$ cat src/rtl/fifo_pkg.sv
// Shared helpers and types for the parametrised FIFO family.
package fifo_pkg;

  typedef enum logic {STD, FWFT} fifo_mode_e;

  function automatic int ptr_w(input int depth);
    return $clog2(depth);
  endfunction

endpackage

$ cat src/rtl/fifo_mem.sv
// DEPTH x DATA_W storage array: one synchronous write port, one asynchronous read port.
module fifo_mem #(
  parameter int DATA_W = 128,
  parameter int DEPTH  = 16,
  parameter int AW     = fifo_pkg::ptr_w(DEPTH)
) (
  input  logic              clk,
  input  logic              we,
  input  logic [AW-1:0]     waddr,
  input  logic [DATA_W-1:0] wdata,
  input  logic [AW-1:0]     raddr,
  output logic [DATA_W-1:0] rdata
);

  // Contents are deliberately not reset; only the pointers define validity.
  logic [DATA_W-1:0] mem_q [DEPTH];

  always_ff @(posedge clk) begin
    if (we) begin
      mem_q[waddr] <= wdata;
    end
  end

  assign rdata = mem_q[raddr];

endmodule

$ cat src/rtl/param_sync_fifo.sv
// Single-clock FIFO with configurable width/depth/thresholds, optional first-word-fall-through,
// fill-level output and sticky overflow/underflow flags.
module param_sync_fifo #(
  parameter int DATA_W    = 128,
  parameter int DEPTH     = 16,
  parameter int AF_THRESH = DEPTH - 4,
  parameter int AE_THRESH = 4,
  parameter int FWFT      = 0
) (
  input  logic                     clk,
  input  logic                     rstn,
  input  logic                     i_wren,
  input  logic [DATA_W-1:0]        i_wrdata,
  input  logic                     i_rden,
  input  logic                     i_clr_err,
  output logic [DATA_W-1:0]        o_rddata,
  output logic                     o_full,
  output logic                     o_alm_full,
  output logic                     o_empty,
  output logic                     o_alm_empty,
  output logic [$clog2(DEPTH):0]   o_count,
  output logic                     o_overflow,
  output logic                     o_underflow
);

  localparam int PTR_W = fifo_pkg::ptr_w(DEPTH);
  localparam int CNT_W = PTR_W + 1;

  logic [PTR_W-1:0]  wr_ptr_q, wr_ptr_d;
  logic [PTR_W-1:0]  rd_ptr_q, rd_ptr_d;
  logic [CNT_W-1:0]  count_q, count_d;
  logic              overflow_q, overflow_d;
  logic              underflow_q, underflow_d;
  logic              full, empty, ra, wa;
  logic [DATA_W-1:0] mem_rdata;

  assign full  = (count_q == CNT_W'(DEPTH));
  assign empty = (count_q == '0);

  // A read frees a slot in the same cycle, so a full FIFO still accepts a paired write.
  assign ra = i_rden & ~empty;
  assign wa = i_wren & (~full | ra);

  always_comb begin
    wr_ptr_d    = wr_ptr_q;
    rd_ptr_d    = rd_ptr_q;
    count_d     = count_q;
    if (wa) wr_ptr_d = wr_ptr_q + PTR_W'(1);
    if (ra) rd_ptr_d = rd_ptr_q + PTR_W'(1);
    case ({wa, ra})
      2'b10:   count_d = count_q + CNT_W'(1);
      2'b01:   count_d = count_q - CNT_W'(1);
      default: count_d = count_q;
    endcase
    // A fresh error event in the same cycle as the clear keeps the flag set.
    overflow_d  = (i_wren & ~wa) | (overflow_q & ~i_clr_err);
    underflow_d = (i_rden & ~ra) | (underflow_q & ~i_clr_err);
  end

  always_ff @(posedge clk or negedge rstn) begin
    if (!rstn) begin
      wr_ptr_q    <= '0;
      rd_ptr_q    <= '0;
      count_q     <= '0;
      overflow_q  <= 1'b0;
      underflow_q <= 1'b0;
    end else begin
      wr_ptr_q    <= wr_ptr_d;
      rd_ptr_q    <= rd_ptr_d;
      count_q     <= count_d;
      overflow_q  <= overflow_d;
      underflow_q <= underflow_d;
    end
  end

  fifo_mem #(
    .DATA_W (DATA_W),
    .DEPTH  (DEPTH),
    .AW     (PTR_W)
  ) u_mem (
    .clk   (clk),
    .we    (wa),
    .waddr (wr_ptr_q),
    .wdata (i_wrdata),
    .raddr (rd_ptr_q),
    .rdata (mem_rdata)
  );

  generate
    if (FWFT == 0) begin : g_std
      logic [DATA_W-1:0] rddata_q, rddata_d;

      always_comb begin
        rddata_d = rddata_q;
        if (ra) rddata_d = mem_rdata;
      end

      always_ff @(posedge clk or negedge rstn) begin
        if (!rstn) rddata_q <= '0;
        else       rddata_q <= rddata_d;
      end

      assign o_rddata = rddata_q;
    end else begin : g_fwft
      // Head entry is shown directly; zero when there is nothing to show.
      assign o_rddata = empty ? '0 : mem_rdata;
    end
  endgenerate

  assign o_full      = full;
  assign o_empty     = empty;
  assign o_alm_full  = (count_q >= CNT_W'(AF_THRESH));
  assign o_alm_empty = (count_q <= CNT_W'(AE_THRESH));
  assign o_count     = count_q;
  assign o_overflow  = overflow_q;
  assign o_underflow = underflow_q;

endmodule

$ cat config.mk
export PLATFORM = sky130hd
export DESIGN_NAME = param_sync_fifo
export DESIGN_NICKNAME = d
export VERILOG_FILES = /design/src/rtl/fifo_pkg.sv /design/src/rtl/fifo_mem.sv /design/src/rtl/param_sync_fifo.sv
export SDC_FILE = /design/constraint.sdc
export NUM_CORES = 2
export LEC_CHECK = 0
export BUFFER_PORTS_ARGS = -buffer_cell sky130_fd_sc_hd__buf_2
export CELL_PAD_IN_SITES_DETAIL_PLACEMENT = 0
export CELL_PAD_IN_SITES_GLOBAL_PLACEMENT = 1
export CORE_MARGIN = 2
export CORE_UTILIZATION = 59
export CTS_CLUSTER_DIAMETER = 50
export DETAILED_ROUTE_END_ITERATION = 8
export PLACE_DENSITY_LB_ADDON = 0.1
export SYNTH_ARGS = -nofsm -noshare
export SYNTH_HDL_FRONTEND = slang
export SYNTH_SLANG_ARGS = --single-unit
$ cat constraint.sdc
create_clock -name clk -period 14.3 [get_ports clk]
set_clock_uncertainty 0.1 [all_clocks]
set_input_delay 2.86 -clock clk [delete_from_list [all_inputs] [get_ports clk]]
set_output_delay 2.86 -clock clk [all_outputs]
set_load 0.1 [all_outputs]
Yosys cells after proc, flatten, opt, wreduce, memory -nomap -nowiden --
Memories as Yosys holds them, arrays and structs flattened. A register that Yosys moved wholly into a read port is not among the register bits. Cells that the tools add are included.
Word-level totals: flip-flop bits (word level) 15, latch bits 0, bits in writable memories 2048, bits in read-only memories 0, input port bits 133, output and inout port bits 139, memories kept 1
Operators by class: add/subtract/negate cells 4, multiply operators 0, div/mod/pow operators 0, order comparisons 2, eq/ne operators 3, shift operators 0, mux-type cells 3, bitwise operators 14, reduce and logical (&&, ||, !) cells 3
Memory list:
- u_mem.mem_q | depth 16, width 128, rd ports 1, clocked after Yosys merged registers in 1, write ports 1, line fifo_mem.sv:16 | logic [DATA_W-1:0] mem_q [DEPTH];
Operator list (number):
- $pmux 5 s2 | 1
- $add 4x1->4 const B | 2
- $and 1x1->1 | 6
- $add 5x1->5 const B | 1
- $eq 5x5->1 const B | 1
- $ge 5x4->1 const B | 1
- $le 5x3->1 const B | 1
- $logic_not 5->1 | 1
- $not 1->1 | 5
- $sub 5x1->5 const B | 1
- $or 1x1->1 | 3
- $eq 2x1->1 const B | 1
- $eq 2x2->1 const B | 1
- $mux 1 | 2
- $reduce_bool 2->1 | 1
- $logic_not 1->1 | 1

Logic depth before layout (Yosys ltp) --
word-level depth 8, depth in mapped cells 12

Modules after synthesis --
A second synthesis with hierarchy kept.
Second synthesis, totals: cell total of the unflattened synthesis 3581, area total of the unflattened synthesis 82537.9 µm²
Modules (own cells, without submodules):
- fifo_mem | times used 1, cells each 3229, area an instance 76882.5 µm², sequential area each 61499.0 µm²
- param_sync_fifo | times used 1, cells each 352, area an instance 5655.4 µm², sequential area each 3578.4 µm²

Worst setup path after synthesis --
No wires, ideal clock.
path type input port to flip-flop, start input port i_rden, end memory u_mem.mem_q[10][0], enable pin, library setup time 0.502 ns, data arrival time 6.467 ns, required time 13.698 ns, slack 7.231 ns, cell stages on the path 4, path buffers 0, path through o31a_1 > inv_1 > nor3b_1 > and2_1
Between the ends: cells in the longest elaborated chain, start to end 5
RTL lines:
- start: declaration | line param_sync_fifo.sv:14 | input logic i_rden,
- $and 1x1->1 | line param_sync_fifo.sv:41 | assign ra = i_rden & ~empty;
- $or 1x1->1 | line param_sync_fifo.sv:42 | assign wa = i_wren & (~full | ra);
- $and 1x1->1 | line param_sync_fifo.sv:42
- $mux 1 | line fifo_mem.sv:19 | if (we) begin
- $mux 1 (implied by the code) | line fifo_mem.sv:20 | mem_q[waddr] <= wdata;
- end: declaration | line fifo_mem.sv:16
No other way between the ends.

Final worst setup path --
start input port i_rden, end memory u_mem.mem_q[10][117], enable pin
The elaborated chain is that of the path after synthesis.

==> impl_metrics.yaml <==
setup_path:
  required_ns: 14.62
  start_kind: "input port"
  cp_slowest_cell: "buf_4"
  cp.arrival_ns: 6.64
  critPathKind: "in -> reg"
  cp_cell_sequence: "buf_2 > o31a_1 > inv_1 > nor3b_1 > and2_4 > buf_4 > buf_4"
  cpPeakStageDelay_ns: 0.91
  cpMostUsedCell: "buf_4"
  crit_path_end_kind: "flip-flop"
  cp.buffers_inverters: 4
  cpLargestDelayFamily: "buffers and inverters"
  cp_max_fo: 52
timing:
  slew_violations: 0
  post-route-period-util_pct: 44.2
  worst_pin_slew_ns: 1.26
  layout_min_cycle_time_ns: 6.32
  maxSlewHeadroom_pct: 15.9
  setup_tns_ns: 0
  fmax_mhz: 158
  final-hold-violation-count: 0
  rsz0062_at_grt: "false"
  setup_violations: 0
global_routing:
  overflow: 0
  grt_max_degree: 159
  grt_pass1_wl_um: 266000
  grt.busiest_layer: "met2"
  gr-usage-met1_pct: 36.1
  grt_util_met3_pct: 5.00
  grt_antenna_before_repair: 26
  grt_pass1_vias: 39734
  grt_usage_pct: 25.9
  met2_usage_pct: 42.8
clock_network:
  cts_buffer_depth: 3
  cts_made_buffers: 213
  clock_latency_ns: 0.81
  htreeDepth: 4
  clk_pin_slew_worst_paths_ns: 0.06
  post_cts_resized: 0
  post-cts-setup-buffers: 0
  cts.sinks: 2191
  cts-root-buf: "clkbuf_16"
  cts_tree: "done"
  postCtsHoldBufs: 0
job:
  maxCapViolCount: 0
logic_synthesis:
  yosysSeqAreaShare_pct: 79.6
  synthCells: 3502
  synth_edf_count: 2048
  avgSynthCellArea_um2: 23.4
  synth_nets: 3645
  yosys-top-cells-area: "edfxtp_1 75%, mux4_2 14%, dfrtp_1 4.4%"
  synth_area_um2: 81800
  yosysTopAreaCell: "edfxtp_1"
  synth_cell_types: 37
  ys_ff_latch: 2191
  async_reset_ff_share_pct: 6.53
  yosys.area.top_type_share_pct: 75.2
  synthFlopType: "edfxtp_1"
  yosys_warnings: 0
placed_design:
  port_buffers: 271
  dpl.hpwl_um: 96900
  place_inst: 5426
  routabilityCongestion: 0.787
  dpl-instance-area_um2: 85100
floorplan:
  coreArea_um2: 137000
  ioPinCount: 272
  start_util_pct: 59.5
  die-height_um: 376
  row_count: 136
  die_area_um2: 142000
  die-width_um: 376
power:
  p_per_area_nw_per_um2: 217
  ir_worst_vdd_mv: 0.213
  leakagePower_nw: 29.5
detailed_routing:
  num_vias: 38025
  drtIter0Drc: 3656
  dr.pass1.iters: 5
  wl_per_cell_um: 31.0
  ant_nets: 0
  route.detailed.drc: 0
  totalWireLength_um: 181000
  viasPerCell: 6.52
final_layout:
  final_net_count: 3990
  drive_gt1_share_pct: 32.7
  area_growth_pct: 12.7
  n_fill_cell: 8640
  final_cells: 5828
  fin_area_um2: 92200
outcome:
  status: "completed"
min_path:
  hold_class: "reg -> reg"
==> per-stage QoR <==
| stage | total power, mW | worst slack (ns) | util, % | hold WS [ns] |
|---|---|---|---|---|
| floorplan | 12.9 | 7.23 | - | 0.393 |
| global placement | 14.4 | 7.41 | 61.9 | 0.365 |
| detailed placement | 14.5 | 7.22 | 61.9 | 0.372 |
| CTS | 20.2 | 8.09 | 67.1 | 0.388 |
| global route | 20.7 | 7.88 | 67.1 | 0.433 |
| finish | 20.0 | 7.98 | 67.1 | 0.393 |
==> per-layer routing <==
layer,share of wire [%],vias up
met3,7.3,242
met2,51,1556
met1,40,20470
li1,-,15735
met4,1.9,22
met5,0.079,-
==> worst paths after layout <==
| kind | from | end | slack (ns) | depth (start not counted) |
|---|---|---|---|---|
| max | i_rden | u_mem.mem_q[10][117]$_DFFE_PP_ | 7.98 | 7 |
| min | o_rddata[12]$_DFFE_PN0P_ | o_rddata[12]$_DFFE_PN0P_ | 0.39 | 2 |
| max reg2reg | o_count[0]$_DFFE_PN0P_ | u_mem.mem_q[10][117]$_DFFE_PP_ | 9.31 | 7 |
| min reg2reg | o_rddata[12]$_DFFE_PN0P_ | o_rddata[12]$_DFFE_PN0P_ | 0.39 | 2 |
| max in group asynchronous | rstn | o_rddata[43]$_DFFE_PN0P_ | 10.76 | 2 |
| min in group asynchronous | rstn | o_rddata[113]$_DFFE_PN0P_ | 1.95 | 1 |
==> state kept, by name, indices dropped and copies added, names as in the netlist <==
register     cells
wr_ptr_q         4
o_rddata       128
o_overflow       1
rd_ptr_q         4
u_mem.mem_q   2048
o_count          5
o_underflow      1
==> cell usage in the layout, fill, tap and decap left out, types with 2 or more instances in the layout <==
| cell | synthesis | layout |
|---|---|---|
| clkbuf_8 | 0 | 17 |
| clkinv_1 | 0 | 28 |
| inv_1 | 5 | 5 |
| buf_2 | 88 | 270 |
| o22ai_1 | 252 | 252 |
| and2_4 | 0 | 16 |
| nor2_1 | 4 | 4 |
| dfrtp_4 | 0 | 3 |
| buf_12 | 0 | 2 |
| clkbuf_1 | 85 | 44 |
| a21o_1 | 2 | 2 |
| clkinvlp_4 | 0 | 9 |
| clkbuf_16 | 0 | 218 |
| inv_8 | 0 | 3 |
| mux4_2 | 512 | 512 |
| o21ai_0 | 5 | 5 |
| a22o_1 | 4 | 4 |
| a21oi_1 | 128 | 128 |
| edfxtp_1 | 2048 | 2048 |
| ha_1 | 9 | 9 |
| nor3b_1 | 2 | 2 |
| inv_6 | 0 | 5 |
| dfrtp_1 | 143 | 140 |
| diode_2 | 0 | 6 |
| xnor2_1 | 9 | 9 |
| a221oi_1 | 2 | 2 |
| clkinv_2 | 0 | 43 |
| nand2_1 | 12 | 12 |
| clkinv_4 | 0 | 3 |
| bufinv_16 | 0 | 27 |
| nor2b_1 | 3 | 3 |
| nor3_1 | 3 | 3 |
| buf_4 | 9 | 58 |
| mux2_2 | 127 | 127 |
==> synth_stat cells (all sizes together) (2+ instances only) <==
cell type and count:
a21o 2, a21oi 128, a221oi 2, a22o 4, and2 17, buf 116
clkbuf 85, dfrtp 143, edfxtp 2048, ha 9, inv 6, mux2 127
mux4 512, nand2 12, nor2 4, nor2b 3, nor3 3, nor3b 2
o21ai 6, o22ai 252, xnor2 9
==> worst register-to-register path, cell delays in order (launching register included) <==
cell and delay, ns:
dfrtp_1 0.52, or4_1 0.36, o31a_1 0.48, inv_1 0.21, nor3b_1 0.51, and2_4 0.71
buf_4 0.71, buf_4 0.93
==> kinds of logic after synthesis <==
| group | synth area share [%] |
|---|---|
| buffers and inverters | 1.13 |
| AOI/OAI and AO/OA | 2.89 |
| xor gates and xnor gates | 0.107 |
| and+or+nand+nor | 0.309 |
| DFF | 79.6 |
| muxes | 15.9 |
| adders and majority gates | 0.162 |
==> layout make-up <==
cell class | count | area, um^2 | area share, %
antenna | 6 | 15.0 | 0.0163
clock buffer | 278 | 5840 | 6.33
clock inverter | 118 | 1310 | 1.42
inverter | 6 | 30.0 | 0.0326
multi-input combinational | 1104 | 15900 | 17.2
sequential | 2191 | 65100 | 70.6
tap | 1794 | 2240 | 2.43
timing repair buffer | 331 | 1840 | 2.00
==> power by group <==
group          total [mW]  internal (mW)  switching, mW
clock                5.67           3.36           2.31
sequential           8.23           7.82          0.413
combinational        6.07           2.18           3.90
(Power assumes the default switching activity.)
